### config.mk
export PLATFORM = sky130hd
export DESIGN_NAME = ifetch_prefetch
export DESIGN_NICKNAME = d
export VERILOG_FILES = /design/src/rtl/mips_pkg.sv /design/src/rtl/ifq_fifo.sv /design/src/rtl/ifetch_prefetch.sv
export SDC_FILE = /design/constraint.sdc
export NUM_CORES = 1
export LEC_CHECK = 0
export ABC_AREA = 1
export BUFFER_PORTS_ARGS = -buffer_cell sky130_fd_sc_hd__buf_2
export CORE_ASPECT_RATIO = 1.2
export CORE_MARGIN = 5
export CORE_UTILIZATION = 59
export CTS_BUF_LIST = sky130_fd_sc_hd__clkbuf_16
export CTS_CLUSTER_DIAMETER = 40
export DETAILED_ROUTE_END_ITERATION = 10
export PLACE_DENSITY = 0.9
export REMOVE_ABC_BUFFERS = 1
export SYNTH_ARGS = -nofsm -noshare
export SYNTH_HDL_FRONTEND = slang
export SYNTH_HIERARCHICAL = 1
export SYNTH_SLANG_ARGS = --single-unit
export TNS_END_PERCENT = 5
### constraint.sdc
create_clock -name clk -period 4.95 [get_ports clk]
set_input_delay 0.99 -clock clk [delete_from_list [all_inputs] [get_ports clk]]
set_output_delay 0.99 -clock clk [all_outputs]
set_load 0.01 [all_outputs]
### src/rtl/mips_pkg.sv
// Shared fetch-unit types and constants for the MIPS front end.
// FSM state encoding, instruction width and sequential PC step.
package mips_pkg;

  localparam int          INSTR_W = 32;
  localparam logic [31:0] PC_INC  = 32'd4;

  typedef enum logic [1:0] {
    S_IDLE,
    S_REQ,
    S_WAIT,
    S_DROP
  } fetch_state_e;

  function automatic logic [31:0] word_align(
    input logic [31:0] a
  );
    return a & 32'hFFFF_FFFC;
  endfunction

endpackage

### src/rtl/ifq_fifo.sv
// Instruction queue: sync FIFO with flush and a registered head,
// so the head holds its last value while the queue is empty.
module ifq_fifo #(
  parameter int DEPTH = 4,
  parameter int WIDTH = 64
) (
  input  logic                     clk,
  input  logic                     rst,
  input  logic                     i_push,
  input  logic [WIDTH-1:0]         i_data,
  input  logic                     i_pop,
  input  logic                     i_flush,
  output logic                     o_valid,
  output logic [WIDTH-1:0]         o_head,
  output logic [$clog2(DEPTH):0]   o_count
);

  localparam int AW = $clog2(DEPTH);
  localparam int CW = AW + 1;

  logic [WIDTH-1:0] r_mem [DEPTH];
  logic [AW-1:0]    r_wr_ptr;
  logic [AW-1:0]    r_rd_ptr;
  logic [CW-1:0]    r_count;
  logic             r_valid;
  logic [WIDTH-1:0] r_head;

  logic             w_pop;
  logic [AW-1:0]    w_rd_nxt;
  logic [CW-1:0]    w_cnt_nxt;
  logic [WIDTH-1:0] w_head_nxt;

  assign w_pop     = i_pop & r_valid;
  assign w_rd_nxt  = w_pop ? r_rd_ptr + AW'(1) : r_rd_ptr;
  assign w_cnt_nxt = r_count + CW'(i_push) - CW'(w_pop);

  // Next head is the entry being written when it lands at the new read slot.
  assign w_head_nxt =
    (i_push && (w_rd_nxt == r_wr_ptr)) ? i_data : r_mem[w_rd_nxt];

  always_ff @(posedge clk) begin
    if (i_push && !i_flush)
      r_mem[r_wr_ptr] <= i_data;
  end

  always_ff @(posedge clk or negedge rst) begin
    if (!rst) begin
      r_wr_ptr <= '0;
      r_rd_ptr <= '0;
      r_count  <= '0;
      r_valid  <= 1'b0;
      r_head   <= '0;
    end else if (i_flush) begin
      r_rd_ptr <= r_wr_ptr;
      r_count  <= '0;
      r_valid  <= 1'b0;
    end else begin
      if (i_push)
        r_wr_ptr <= r_wr_ptr + AW'(1);
      r_rd_ptr <= w_rd_nxt;
      r_count  <= w_cnt_nxt;
      r_valid  <= (w_cnt_nxt != '0);
      if (w_cnt_nxt != '0)
        r_head <= w_head_nxt;
    end
  end

  assign o_valid = r_valid;
  assign o_head  = r_head;
  assign o_count = r_count;

endmodule

### src/rtl/ifetch_prefetch.sv
// MIPS instruction prefetcher: one outstanding fetch, credit-gated queue.
// Optional IFQ_BYPASS_EN forwards a response straight out when empty.
module ifetch_prefetch #(
  parameter logic [31:0] RESET_PC = 32'h0000_0000,
  parameter int          DEPTH    = 4
) (
  input  logic        clk,
  input  logic        rst,
  input  logic        redirect_valid,
  input  logic [31:0] redirect_pc,
  output logic        mem_req,
  output logic [31:0] mem_addr,
  input  logic        mem_gnt,
  input  logic        mem_rvalid,
  input  logic [31:0] mem_rdata,
  output logic        out_valid,
  output logic [31:0] out_instr,
  output logic [31:0] out_pc,
  input  logic        out_ready
);

  import mips_pkg::*;

  localparam int          CW       = $clog2(DEPTH) + 1;
  localparam int          QW       = 2 * INSTR_W;
  localparam logic [CW:0] LP_DEPTH = (CW+1)'(DEPTH);

  fetch_state_e r_state;
  logic [31:0]  r_fetch_pc;
  logic [31:0]  r_issued_pc;

  logic [CW-1:0] w_count;
  logic          w_q_valid;
  logic [QW-1:0] w_q_head;
  logic          w_in_wait;
  logic          w_credit;
  logic          w_resp;
  logic          w_bypass;
  logic          w_push;
  logic          w_pop;

  assign w_in_wait = (r_state == S_WAIT);
  assign w_credit  =
    ({1'b0, w_count} + {{CW{1'b0}}, w_in_wait}) < LP_DEPTH;
  assign w_resp    = w_in_wait & mem_rvalid & ~redirect_valid;

`ifdef IFQ_BYPASS_EN
  assign w_bypass  = w_resp & ~w_q_valid;
`else
  assign w_bypass  = 1'b0;
`endif

  assign w_push = w_resp & ~(w_bypass & out_ready);
  assign w_pop  = out_ready & ~redirect_valid;

  ifq_fifo #(
    .DEPTH (DEPTH),
    .WIDTH (QW)
  ) u_ifq (
    .clk     (clk),
    .rst     (rst),
    .i_push  (w_push),
    .i_data  ({mem_rdata, r_issued_pc}),
    .i_pop   (w_pop),
    .i_flush (redirect_valid),
    .o_valid (w_q_valid),
    .o_head  (w_q_head),
    .o_count (w_count)
  );

  // A redirect outranks gnt/rvalid; an in-flight fetch must be drained.
  always_ff @(posedge clk or negedge rst) begin
    if (!rst) begin
      r_state     <= S_IDLE;
      r_fetch_pc  <= RESET_PC;
      r_issued_pc <= RESET_PC;
    end else if (redirect_valid) begin
      r_fetch_pc <= word_align(redirect_pc);
      unique case (r_state)
        S_REQ:         r_state <= mem_gnt ? S_DROP : S_REQ;
        S_WAIT, S_DROP: r_state <= mem_rvalid ? S_IDLE : S_DROP;
        default:       r_state <= S_IDLE;
      endcase
    end else begin
      unique case (r_state)
        S_IDLE: begin
          if (w_credit)
            r_state <= S_REQ;
        end
        S_REQ: begin
          if (mem_gnt) begin
            r_issued_pc <= r_fetch_pc;
            r_fetch_pc  <= r_fetch_pc + PC_INC;
            r_state     <= S_WAIT;
          end
        end
        S_WAIT, S_DROP: begin
          if (mem_rvalid)
            r_state <= S_IDLE;
        end
        default: r_state <= S_IDLE;
      endcase
    end
  end

  assign mem_req   = (r_state == S_REQ);
  assign mem_addr  = r_fetch_pc;
  assign out_valid = w_q_valid | w_bypass;
  assign out_instr = w_bypass ? mem_rdata : w_q_head[QW-1:INSTR_W];
  assign out_pc    = w_bypass ? r_issued_pc : w_q_head[INSTR_W-1:0];

endmodule

* Yosys cells after proc, flatten, opt, wreduce, memory -nomap -nowiden *
Memory sizes are Yosys's and may differ from the RTL's. A register that Yosys moved wholly into a read port is not among the register bits.
Cells that the tools add are included.
Widths: inputs -> output; s select.

word-level totals
  bits in registers = 74
  bits in writable memories = 256
  input port bits = 70
  output and inout port bits = 98
  logic and storage cells = 56
  memories = 1

operators by class
  $add $sub $neg = 6
  order comparisons = 1
  eq/ne operators = 6
  mux-type cells = 17
  bitwise operators = 5
  reduce and logical (&&, ||, !) cells = 13

memory list
  name         depth  width  rd ports  clocked after Yosys merged registers in  write ports  line            text
  u_ifq.r_mem  4      64     1         1                                        1            ifq_fifo.sv:21  logic [WIDTH-1:0] r_mem [DEPTH];

operators with widths
  cell                   number
  $mux 32                3
  $add 32x3->32 const B  1
  $mux 2                 8
  $ne 3x3->1 const B     2
  $pmux 2 s3             1
  $reduce_and 2->1       3
  $reduce_and 3->1       2
  $add 2x1->2 const B    2
  $add 3x1->4            1
  $and 1x1->1            4
  $eq 2x2->1 const B     2
  $lt 4x3->1 const B     1
  $pmux 2 s2             1
  $reduce_bool 2->1      2
  $add 3x1->3            1
  $mux 1                 3
  $mux 3                 1
  $ne 3x2->1 const B     1
  $reduce_bool 3->1      1
  $sub 3x1->3            1
  $eq 2x1->1 const B     1
  $logic_not 1->1        2
  $logic_not 2->1        1
  $reduce_or 2->1        1
  2 further kinds        2

* Longest topological paths before layout *
Gate-level depths: netlist of the first run.

  depth after elaboration = 7
  gate-level depth with buffers = 18
  mapped depth without buffers = 16

* Cells and area by module *
Netlist of the first run, hierarchy kept.

modules (own cells, without submodules)
  module           times used  cells each  area an instance (um^2)  seq. area each (um^2)
  ifq_fifo         1           1315        13892.1                  9489.1
  ifetch_prefetch  1           502         3490.8                   1551.5

* Worst setup path after synthesis of the first run *
Ideal clock, no wire load.

  path kind = in2reg
  from = input port redirect_valid
  to = memory u_ifq.r_mem[0][0], enable pin
  library setup time = 0.486 ns
  arrival = 4.544 ns
  required time = 4.464 ns
  setup slack = -0.081 ns
  cell stages on the path = 6
  buffers on the path = 1
  path through = clkbuf_1 -> nor4_1 -> inv_1 -> nor2_2 -> inv_1 -> nor2_1

between the ends
  word-level cells in the longest chain between the ends = 5
  elaborated cells between the ends (all ways) = 6
  classes of those cells = mux (2); bitwise (2); reduce/logical (2)

RTL lines
  element                       line                   text
  start: declaration            ifetch_prefetch.sv:9   input logic redirect_valid,
  $not 1->1 (no line)           -
  $and 1x1->1                   ifetch_prefetch.sv:45  assign w_resp = w_in_wait & mem_rvalid & ~redirect_valid;
  named net w_push              ifetch_prefetch.sv:39  logic w_push;
  $logic_and 1x1->1             ifq_fifo.sv:42         if (i_push && !i_flush)
  $mux 1                        ifq_fifo.sv:42
  $mux 1 (implied by the code)  ifq_fifo.sv:43         r_mem[r_wr_ptr] <= i_data;
  end: declaration              ifq_fifo.sv:21

The timed path passes the listed nets, and every way through them passes these cells.

* Worst setup path in the final report of the first run *
  from = input port redirect_valid
  to = register u_ifq.r_head[11], in the netlist u_ifq/o_head[11] (read register of u_ifq.r_mem)

between the ends
  word-level cells in the longest chain between the ends = 6
  elaborated cells between the ends (all ways) = 9
  classes of those cells = add/sub (2); mux (1); bitwise (4); reduce/logical (2)

RTL lines
  element                     line                   text
  $not 1->1 (no line) *       -
  $and 1x1->1 *               ifetch_prefetch.sv:54  assign w_pop = out_ready & ~redirect_valid;
  named net w_pop             ifetch_prefetch.sv:40  logic w_pop;
  $and 1x1->1 *               ifq_fifo.sv:33         assign w_pop = i_pop & r_valid;
  $sub 3x1->3                 ifq_fifo.sv:35         assign w_cnt_nxt = r_count + CW'(i_push) - CW'(w_pop);
  $reduce_bool 3->1           ifq_fifo.sv:63         if (w_cnt_nxt != '0)
  $reduce_and 2->1 (no line)  -
  end: declaration            ifq_fifo.sv:26         logic [WIDTH-1:0] r_head;

The timed path passes the listed nets; every way through them passes the cells marked *.
A chain may end at the register's enable or synchronous reset.

==> results of run 1 <==
-- routing by layer --
layer  share of wire  track usage  wire, um
met1            0.36       0.3457     16960
met2            0.49       0.4728     22820
met3           0.099      0.04692      4601
met4           0.045       0.1376      2090
met5               0            0         0
-- stage by stage --
stage / setup TNS, ns / cell area [um^2] / power, mW
finish: 0 / 19980 / 11.34
global route: 0 / 19980 / 11.92
CTS: 0 / 19980 / 11.31
detailed placement: 0 / 18570 / 8.070
global placement: 0 / 18570 / 7.900
floorplan: -118.62 / 16880 / 6.740
-- final cells by class --
class / count / area, um^2
inverter: 131 / 491.7
antenna: 1 / 2.502
fill: 1992 / 8945
clock inverter: 33 / 330.3
tap: 385 / 481.7
multi-input combinational: 1200 / 5423
sequential: 390 / 11040
clock buffer: 43 / 1076
timing repair buffer: 190 / 1137
-- worst min-delay path by stage --
stage / to / slack (ns) / depth (start not counted)
detailed placement: u_ifq/o_head[35] / 0.46 / 2
floorplan: u_ifq/r_mem[0][10] / 0.50 / 0
finish: u_ifq/o_head[58] / 0.47 / 2
CTS: u_ifq/o_head[58] / 0.48 / 2
global placement: u_ifq/o_head[45] / 0.46 / 2
global route: u_ifq/o_head[58] / 0.49 / 2
-- power by group through the flow --
| stage | Combinational [mW] | Sequential, mW | Clock (mW) |
|---|---|---|---|
| after global routing | 3.86 | 4.71 | 3.35 |
| after CTS | 3.48 | 4.63 | 3.20 |
| after global placement | 3.26 | 4.64 | 0 |
| final | 3.51 | 4.64 | 3.18 |
| after detailed placement | 3.39 | 4.68 | 0 |
| after floorplan | 2.06 | 4.68 | 0 |
-- cells in the final DEF, fill, tap and decap left out, drive strengths merged --
cell      count
conb         12
xor2          2
clkbuf       43
o21ai        37
nand2       571
a21oi         7
edfxtp      256
nor2        105
clkinvlp      2
buf         190
diode         1
a211oi        3
xnor2         1
a311oi        1
inv         143
fa            1
nand3b        1
clkinv       14
nand4        10
o211ai        6
nor4          2
o2111ai       1
dfrtp       134
nor3          6
bufinv        5
o221ai        1
nand3       426
ha            7
-- logic make-up (layout without fill, tap and decap cells) --
group                    after synthesis  count (layout)  synth area share
buffers and inverters                238             397           0.05931
AO/OA/AOI/OAI                         56              56           0.01857
AND/OR/NAND/NOR                     1121            1121            0.2791
flip-flops                           390             390            0.6351
XOR/XNOR                               3               3          0.001512
other                                  1              13         0.0002157
adder cells (fa/ha/maj)                8               8          0.006190
-- worst max-delay path, delay by kind of cell --
kind / cells / cell delay, ns
AOI/OAI and AO/OA: 1 / 0.09
xor gates and xnor gates: 1 / 0.17
adders and majority gates: 3 / 0.77
buffers and inverters: 6 / 0.85
and+or+nand+nor: 6 / 1.00
-- registers in the layout (all words and copies together), names as in the netlist --
name	flops
u_ifq/r_mem	256
mem_addr	30
u_ifq/o_valid	1
u_ifq/r_rd_ptr	2
u_ifq/r_wr_ptr	2
r_state	2
r_issued_pc	30
u_ifq/o_count	3
u_ifq/o_head	64
==> summary.txt, run 1 <==
Clock network
  • Clock Pin Slew Worst Setup and Hold Paths: 0.06 ns
  • Cts bufs inserted: 41
  • CTS tree: yes
  • Clk_lat worst skew: 0.55 ns
  • Hold buffers post-CTS: 0
  • H-tree levels: 2
  • Cts repair resizes: 0
  • Clk sinks: 390
  • Postcts setup bufs: 0
  • Clock tree buffer depth: 3
  • Root buf cell: clkbuf_16

Yosys
  • Synth top area share: 0.4422
  • Register area share after synthesis: 0.6351
  • Synth Register Bits: 390
  • Mapped cell area: 0.01738 mm^2
  • Synth area leader: edfxtp_1
  • Syn Area/Cell: 9.567 um^2
  • Ys flop type: edfxtp_1
  • FFs w/ async S/R, synth: 0.3436
  • Top cells by count, synth: nand2_1 (568), nand3_1 (425), edfxtp_1 (256)
  • Area contributors post-synth: edfxtp_1 (44%), dfrtp_1 (19%), nand2_1 (12%)
  • Synth cell types: 37
  • Cell with the most instances after synthesis: nand2_1
  • EDFF count, synth: 256
  • Ys Warns: 6
  • Mapped Cells: 1,817

Finish
  • Nets@finish: 2,032
  • Fin util: 0.6908
  • Layout area overhead: 14.96%
  • Ratio of cells with drive above 1 in the final layout: 0.1429
  • Post-Layout Cell Count: 2,373

Floorplan
  • Core Region: 0.02893 mm^2
  • Die X: 166.7 um
  • Num ports: 168
  • Die area: 0.03301 mm^2
  • Chip Height: 198.0 um
  • Initial Utilization: 0.6009
  • Row count: 68

Pwr
  • Comb pwr share: 0.310
  • Peak VDD IR: 0.3152 mV
  • Sequential power share: 0.409
  • Sw frac: 0.3747
  • Sw power: 4.249 mW
  • Clk pwr share: 0.281
  • PwrDens: 567.5 mW/mm^2
  • LEAKAGE: 8.808 nW
  • Internal: 7.091 mW

Setup path
  • Worst R2R Path Depth: 13
  • CP endpoint kind: flip-flop
  • CP startpoint kind: primary input
  • Reg2Reg Setup Slack: 2.03 ns
  • Slowest stage cell, crit path: buf_4
  • CP peak stage delay: 0.43 ns
  • Worst Path Required: 5.44 ns
  • Crit path arrival time: 3.94 ns
  • Crit-path max FO: 44
  • CP Cell Sequence: buf_2 -> nor2_1 -> nand2_1 -> inv_1 -> ha_1 -> inv_1 -> ha_1 -> inv_1 -> fa_1 -> xor2_1 -> nand2_1 -> nand2_1 -> a21oi_4 -> inv_2 -> buf_4 -> nand2_1 -> nand2_1
  • CP Class: in -> reg
  • Worst r2r src: r_state[1]
  • CP Launch Point: redirect_valid
  • Worst R2R End: u_ifq/o_head[11]
  • Crit path top cell by count: nand2_1
  • Crit path capture: u_ifq/o_head[11]

Run
  • Max cap viols: 0

Placed design
  • Buffers on Ports: 163
  • Dpl hpwl: 27,050 um
  • GP Congestion: 0.9122
  • Worst slack, placed: 1.034 ns
  • Placed Cells: 2,296

Timing
  • Final setup viols: 0
  • RSZ-0062 raised after global routing: false
  • Final Hold Vio Count: 0
  • Hold WS: 0.4711 ns
  • Worst setup margin: 1.496 ns
  • Tmin final: 3.454 ns
  • Slew headroom: 0.3516
  • Tcrit/Tclk final: 0.6978
  • Slew @ Worst Pin: 0.9712 ns
  • Achievable Freq: 0.2895 GHz
  • Slew Limit Fails: 0
  • Worst clock skew: 0.02752 ns

Detailed routing
  • Final wirelength: 46,470 um
  • DR vias/cell: 6.015
  • Wire per inst: 19.58 um
  • Pre-antenna DRT Iters: 8
  • Routed vias: 14,274
  • DRC errors left: 0
  • Antenna viol nets, final: 0
  • DR iter-0 viols: 1,664

Hold path
  • Hold Path Class: reg -> reg
  • Hold_sp: u_ifq/o_head[58]

Global route
  • First-pass GRT wire length: 73,620 um
  • GRT Total Usage: 0.2769
  • Pin count of the biggest net entering global routing: 111
  • Initial antenna violation count: 1
  • Remaining Overflow, GRT: 0
  • Vias in the first global route: 14,379

Outcome
  • Status: finished, final reports clean
Power figures use the tool's default switching activity.
==> run 2, diff against run 1 <==
==> constraint.sdc (replaced) <==
create_clock -name clk -period 3.5 [get_ports clk]
set_input_delay 0.7 -clock clk [delete_from_list [all_inputs] [get_ports clk]]
set_output_delay 0.7 -clock clk [all_outputs]
set_load 0.01 [all_outputs]
==> summary.txt, run 2 (synthesis gave the netlist of run 1 again) <==
Setup path
  • Crit-path max FO: 63
  • Slowest stage cell, crit path: fa_1
  • CP endpoint kind: flip-flop
  • Largest delay contributor family on the critical path: adder cells
  • CP startpoint kind: primary input
  • Worst R2R Path Depth: 14
  • WP buf/inv: 6
  • CP peak stage delay: 0.41 ns
  • Crit path arrival time: 3.36 ns
  • Crit path top cell by count: nand2_1
  • CP Class: in -> reg
  • Worst Path Required: 3.92 ns
  • CP Cell Sequence: buf_2 -> nor2_1 -> nand2_1 -> inv_1 -> ha_1 -> inv_1 -> ha_1 -> inv_1 -> fa_1 -> xor2_1 -> nand2_1 -> nand2_1 -> a21oi_4 -> inv_2 -> buf_12 -> nand2_1 -> nand2_1
  • Cell count along the critical path: 17

Clock network
  • Clock Pin Slew Worst Setup and Hold Paths: 0.07 ns
  • Clk_lat worst skew: 0.55 ns
  • Cts bufs inserted: 43
  • Clk sinks: 390
  • Clock tree buffer depth: 3
  • CTS tree: yes
  • Postcts setup bufs: 0
  • H-tree levels: 2
  • Root buf cell: clkbuf_16
  • Hold buffers post-CTS: 0
  • Cts repair resizes: 0

Finish
  • Most common cell after layout, fill and taps aside: nand2_1
  • # diodes: 0
  • Ratio of cells with drive above 1 in the final layout: 0.1447
  • Largest register FFs: 256
  • Largest Register: u_ifq/r_mem
  • Fillers: 1,999
  • Layout area overhead: 15.48%
  • Most frequent cells in the layout: nand2_1 (564), nand3_1 (425), edfxtp_1 (256)
  • Post-Layout Cell Count: 2,382
  • Nets@finish: 2,041

Floorplan
  • Die X: 166.7 um
  • Initial Utilization: 0.6009
  • Die area: 0.03301 mm^2
  • Row count: 68
  • Chip Height: 198.0 um
  • Num ports: 168
  • Core Region: 0.02893 mm^2

Run
  • Max cap viols: 0

Global route
  • Vias in the first global route: 14,462
  • First-pass GRT wire length: 74,380 um
  • Initial antenna violation count: 0
  • Pin count of the biggest net entering global routing: 93
  • GRT Total Usage: 0.2813
  • Remaining Overflow, GRT: 0

Timing
  • Slew @ Worst Pin: 1.042 ns
  • Worst clock skew: 0.01629 ns
  • RSZ-0062 raised after global routing: false
  • Final setup viols: 0
  • Final Hold Vio Count: 0
  • Hold WS: 0.1415 ns
  • Slew Limit Fails: 0
  • Worst setup margin: 0.5628 ns
  • TNS Setup: 0 ns
  • Achievable Freq: 0.3405 GHz
  • Tcrit/Tclk final: 0.8392
  • Tmin final: 2.937 ns
  • Slew headroom: 0.3050

Detailed routing
  • Routed vias: 14,194
  • Wire per inst: 19.79 um
  • DR iter-0 viols: 1,737
  • Antenna viol nets, final: 0
  • DR vias/cell: 5.959
  • DRC errors left: 0
  • Pre-antenna DRT Iters: 7
  • Final wirelength: 47,150 um

Pwr
  • LEAKAGE: 8.854 nW
  • PwrDens: 798.6 mW/mm^2
  • Peak VDD IR: 0.4832 mV
  • Total power: 16.03 mW

Placed design
  • GP Congestion: 0.9086
  • Buffers on Ports: 163
  • Dpl hpwl: 27,430 um
  • Worst slack, placed: 0.09169 ns
  • Placed Cells: 2,303

Outcome
  • Status: finished, final reports clean

Hold path
  • Hold Path Class: in -> async
## run 2: cell types whose count changed in the layout (fill, tap and decap cells not counted), sizes merged
cell	delta
clkinvlp	+1
clkbuf	+2
inv	-2
buf	+7
bufinv	-3
clkinv	+5
diode	-1
## run 2: final cells by class
| type | instances | area [um^2] | area share |
|---|---|---|---|
| Sequential cell | 390 | 11040 | 0.5500 |
| Multi-Input combinational cell | 1200 | 5423 | 0.2701 |
| Timing Repair Buffer | 197 | 1240 | 0.06177 |
| Clock buffer | 45 | 1126 | 0.05610 |
| Inverter | 131 | 491.7 | 0.02450 |
| Tap cell | 385 | 481.7 | 0.02400 |
| Clock inverter | 34 | 270.3 | 0.01346 |
## run 2: per-layer routing
| layer | vias up | part of all wire | track usage |
|---|---|---|---|
| li1 | 6369 | - | - |
| met1 | 6652 | 0.35 | 0.3370 |
| met2 | 994 | 0.50 | 0.4877 |
| met3 | 179 | 0.10 | 0.05731 |
| met4 | 0 | 0.044 | 0.1413 |
| met5 | - | 0 | 0 |
## run 2: worst register-to-register path: cells and delay by family, from the launching register on
kind | cells | cell delay (ns)
flops | 1 | 0.44
buf+inv | 5 | 0.68
xor+xnor | 1 | 0.16
simple gates | 5 | 0.64
fa+ha+maj | 2 | 0.55
compound gates | 1 | 0.34
## run 2: through the flow
stage	instance area, um^2	util
floorplan	16880	-
global placement	18680	0.6456
detailed placement	18680	0.6456
CTS	20070	0.6939
global route	20070	0.6939
finish	20070	0.6939
## run 2: path summary, 6_finish.rpt
path	slack (ns)	start	endpoint
min in group clk	0.38	redirect_pc[2]	mem_addr[2]
max	0.56	redirect_valid	u_ifq/o_head[39]
min reg2reg	0.47	u_ifq/o_head[34]	u_ifq/o_head[34]
max reg2reg	0.58	r_state[1]	u_ifq/o_head[39]
min	0.14	rst	u_ifq/o_head[49]
max in group asynchronous	2.68	rst	u_ifq/o_head[4]
## run 2: where the power goes
group	internal (mW)	switching (mW)	total, mW	leakage [nW]
logic	1.63	3.43	5.06	4.21
registers	5.84	0.751	6.59	3.95
clock network	2.52	1.87	4.38	0.696
==> run 3, diff against run 2 <==
--- a/config.mk
+++ b/config.mk
@@ -5,11 +5,11 @@
 export SDC_FILE = /design/constraint.sdc
 export NUM_CORES = 1
 export LEC_CHECK = 0
-export ABC_AREA = 1
+export ABC_AREA = 0
 export BUFFER_PORTS_ARGS = -buffer_cell sky130_fd_sc_hd__buf_2
 export CORE_ASPECT_RATIO = 1.2
 export CORE_MARGIN = 5
-export CORE_UTILIZATION = 59
+export CORE_UTILIZATION = 60
 export CTS_BUF_LIST = sky130_fd_sc_hd__clkbuf_16
 export CTS_CLUSTER_DIAMETER = 40
 export DETAILED_ROUTE_END_ITERATION = 10
==> constraint.sdc (replaced) <==
create_clock -name clk -period 2.94 [get_ports clk]
set_input_delay 0.588 -clock clk [delete_from_list [all_inputs] [get_ports clk]]
set_output_delay 0.588 -clock clk [all_outputs]
set_load 0.01 [all_outputs]
==> summary.txt, run 3 <==
Outcome
  • Status: finished, final reports clean

Finish
  • Ratio of cells with drive above 1 in the final layout: 0.3750
  • Register area: 0.01105 mm^2
  • Most frequent cells in the layout: edfxtp_1 (256), buf_2 (162), dfrtp_1 (131)
  • Nets@finish: 1,583
  • Cell area after layout: 0.02105 mm^2
  • Layout area overhead: 16.11%
  • Most common cell after layout, fill and taps aside: edfxtp_1
  • Multi-input logic area: 0.006477 mm^2
  • Fillers: 1,872
  • Largest Register: u_ifq/r_mem
  • Post-Layout Cell Count: 1,927
  • Largest register FFs: 256
  • Fin util: 0.7088

Yosys
  • Register area share after synthesis: 0.6089
  • Cell with the most instances after synthesis: edfxtp_1
  • Mapped cell area: 0.01813 mm^2
  • Synth top area share: 0.4240
  • Synth cell types: 51
  • Synth area leader: edfxtp_1
  • Mapped Cells: 1,345
  • FFs w/ async S/R, synth: 0.3436
  • EDFF count, synth: 256
  • Synth Register Bits: 390
  • Area contributors post-synth: edfxtp_1 (42%), dfrtp_1 (18%), o221ai_1 (6.0%)
  • Ys Warns: 6
  • Ys flop type: edfxtp_1
  • Syn Area/Cell: 13.48 um^2
  • Top cells by count, synth: edfxtp_1 (256), dfrtp_1 (134), nor3_1 (129)

Floorplan
  • Die area: 0.03381 mm^2
  • Die X: 168.7 um
  • Initial Utilization: 0.6105
  • Num ports: 168
  • Chip Height: 200.4 um
  • Row count: 69
  • Core Region: 0.02970 mm^2

Timing
  • Worst clock skew: 0.01980 ns
  • Final Hold Vio Count: 0
  • Slew headroom: 0.4015
  • RSZ-0062 raised after global routing: true
  • Tcrit/Tclk final: 0.9557
  • Final setup viols: 0
  • Slew Limit Fails: 0
  • Slew @ Worst Pin: 0.8978 ns
  • Worst setup margin: 0.1303 ns
  • Tmin final: 2.810 ns
  • Achievable Freq: 0.3559 GHz

Detailed routing
  • DR iter-0 viols: 1,493
  • Met2 WL post-DR: 23,540 um
  • Pre-antenna DRT Iters: 6
  • DR vias/cell: 6.928
  • Routed vias: 13,350
  • Final wirelength: 47,010 um
  • Top Metal Used: met4
  • Wl on met1: 17,370 um
  • Antenna viol nets, final: 0
  • DRC errors left: 0
  • Met3 routed WL: 4299 um
  • Wire per inst: 24.39 um

Run
  • Max cap viols: 0

Placed design
  • Buffers on Ports: 163
  • Placed Cells: 1,845
  • Dpl hpwl: 27,250 um
  • GP Congestion: 0.8109
  • Worst slack, placed: -0.3846 ns
  • Cell Area, Placed: 0.01966 mm^2

Clock network
  • Clock tree buffer depth: 3
  • Root buf cell: clkbuf_16
  • Hold buffers post-CTS: 0
  • Clk sinks: 390
  • Cts bufs inserted: 42
  • H-tree levels: 2
  • Clock Pin Slew Worst Setup and Hold Paths: 0.06 ns
  • CTS tree: yes
  • Clk_lat worst skew: 0.54 ns

Pwr
  • LEAKAGE: 7.616 nW
  • Total power: 19.37 mW
  • PwrDens: 920.1 mW/mm^2
  • Peak VDD IR: 0.6110 mV

Global route
  • First-pass GRT wire length: 73,330 um
  • GRT Total Usage: 0.2673
  • Initial antenna violation count: 1
  • Vias in the first global route: 13,599
  • Remaining Overflow, GRT: 0
  • Pin count of the biggest net entering global routing: 76

Setup path
  • CP Launch Point: u_ifq/o_valid
  • Worst Path Required: 3.40 ns
  • CP endpoint kind: flip-flop
  • CP Cell Sequence: nand2_4 -> inv_4 -> ha_1 -> inv_1 -> ha_1 -> inv_1 -> fa_1 -> nor2b_1 -> nand2_1 -> nor4b_4 -> buf_4 -> buf_4 -> a22oi_2 -> o21ai_2
  • CP startpoint kind: flip-flop
  • Slowest stage cell, crit path: dfrtp_2
  • Largest delay contributor family on the critical path: adder cells
  • CP Class: reg -> reg
  • Crit-path max FO: 8
  • Worst r2r src: u_ifq/o_valid
  • Crit path arrival time: 3.27 ns
  • CP peak stage delay: 0.44 ns
  • WP buf/inv: 5

Hold path
  • Hold Path Class: in -> async
## run 3: kinds of logic (layout without fill, tap and decap cells)
family	count (synthesis)	count (layout)	share of synthesized area
flops	390	390	0.6089
other cells	1	13	0.0002068
compound gates	440	440	0.2045
simple gates	252	252	0.07322
buf+inv	142	322	0.03892
fa+ha+maj	8	8	0.005935
mux	95	95	0.05893
xor+xnor	17	17	0.009385
## run 3: report_power, final
| part | total, mW | switching (mW) | internal (mW) | leakage [nW] |
|---|---|---|---|---|
| clock | 5.08 | 2.20 | 2.88 | 0.694 |
| sequential | 7.91 | 1.01 | 6.91 | 3.92 |
| combinational | 6.38 | 3.49 | 2.89 | 3.00 |
## run 3: timing repair
action                     in CTS  in global routing
hold endpoints to repair        0                  0
setup buffers                   0                  5
gates resized for setup         0                  3
setup endpoints to repair       0                  9
## run 3: layout make-up
cell class | count | area share
diodes | 1 | 0.0001189
inverters | 17 | 0.003269
clock inverters | 32 | 0.01195
flip-flops and latches | 390 | 0.5249
multi-input cells | 824 | 0.3077
well taps | 390 | 0.02318
repair buffers | 230 | 0.07780
clock buffers | 43 | 0.05111
## run 3: layer usage
layer / vias up / GRT usage
li1: 5674 / -
met1: 6586 / 0.3471
met2: 908 / 0.4442
met3: 182 / 0.05062
met4: 0 / 0.1102
met5: - / 0
## run 3: path summary, 6_finish.rpt
| kind | end | slack, ns | cells after the start |
|---|---|---|---|
| min in group clk | mem_addr[5] | 0.27 | 3 |
| min reg2reg | u_ifq/o_head[45] | 0.51 | 2 |
| max in group asynchronous | u_ifq/o_valid | 2.10 | 2 |
| max | u_ifq/o_head[34] | 0.13 | 14 |
| min | r_issued_pc[27] | 0.009 | 1 |
| max reg2reg | u_ifq/o_head[34] | 0.13 | 14 |
## run 3: worst reg2reg max path: cells and delay by family (launching register included)
family	cells	cell delay, ns
fa+ha+maj	3	0.85
simple gates	4	0.68
buf+inv	5	0.61
flops	1	0.44
compound gates	2	0.15
## run 3: through the flow
step                      setup TNS (ns)  hold slack, ns
after floorplan                  -612.72          0.2924
after global placement            -16.03          0.4891
after detailed placement          -18.52          0.4974
after CTS                              0         0.01274
after global routing            -0.09536         0.04697
final                                  0        0.009453
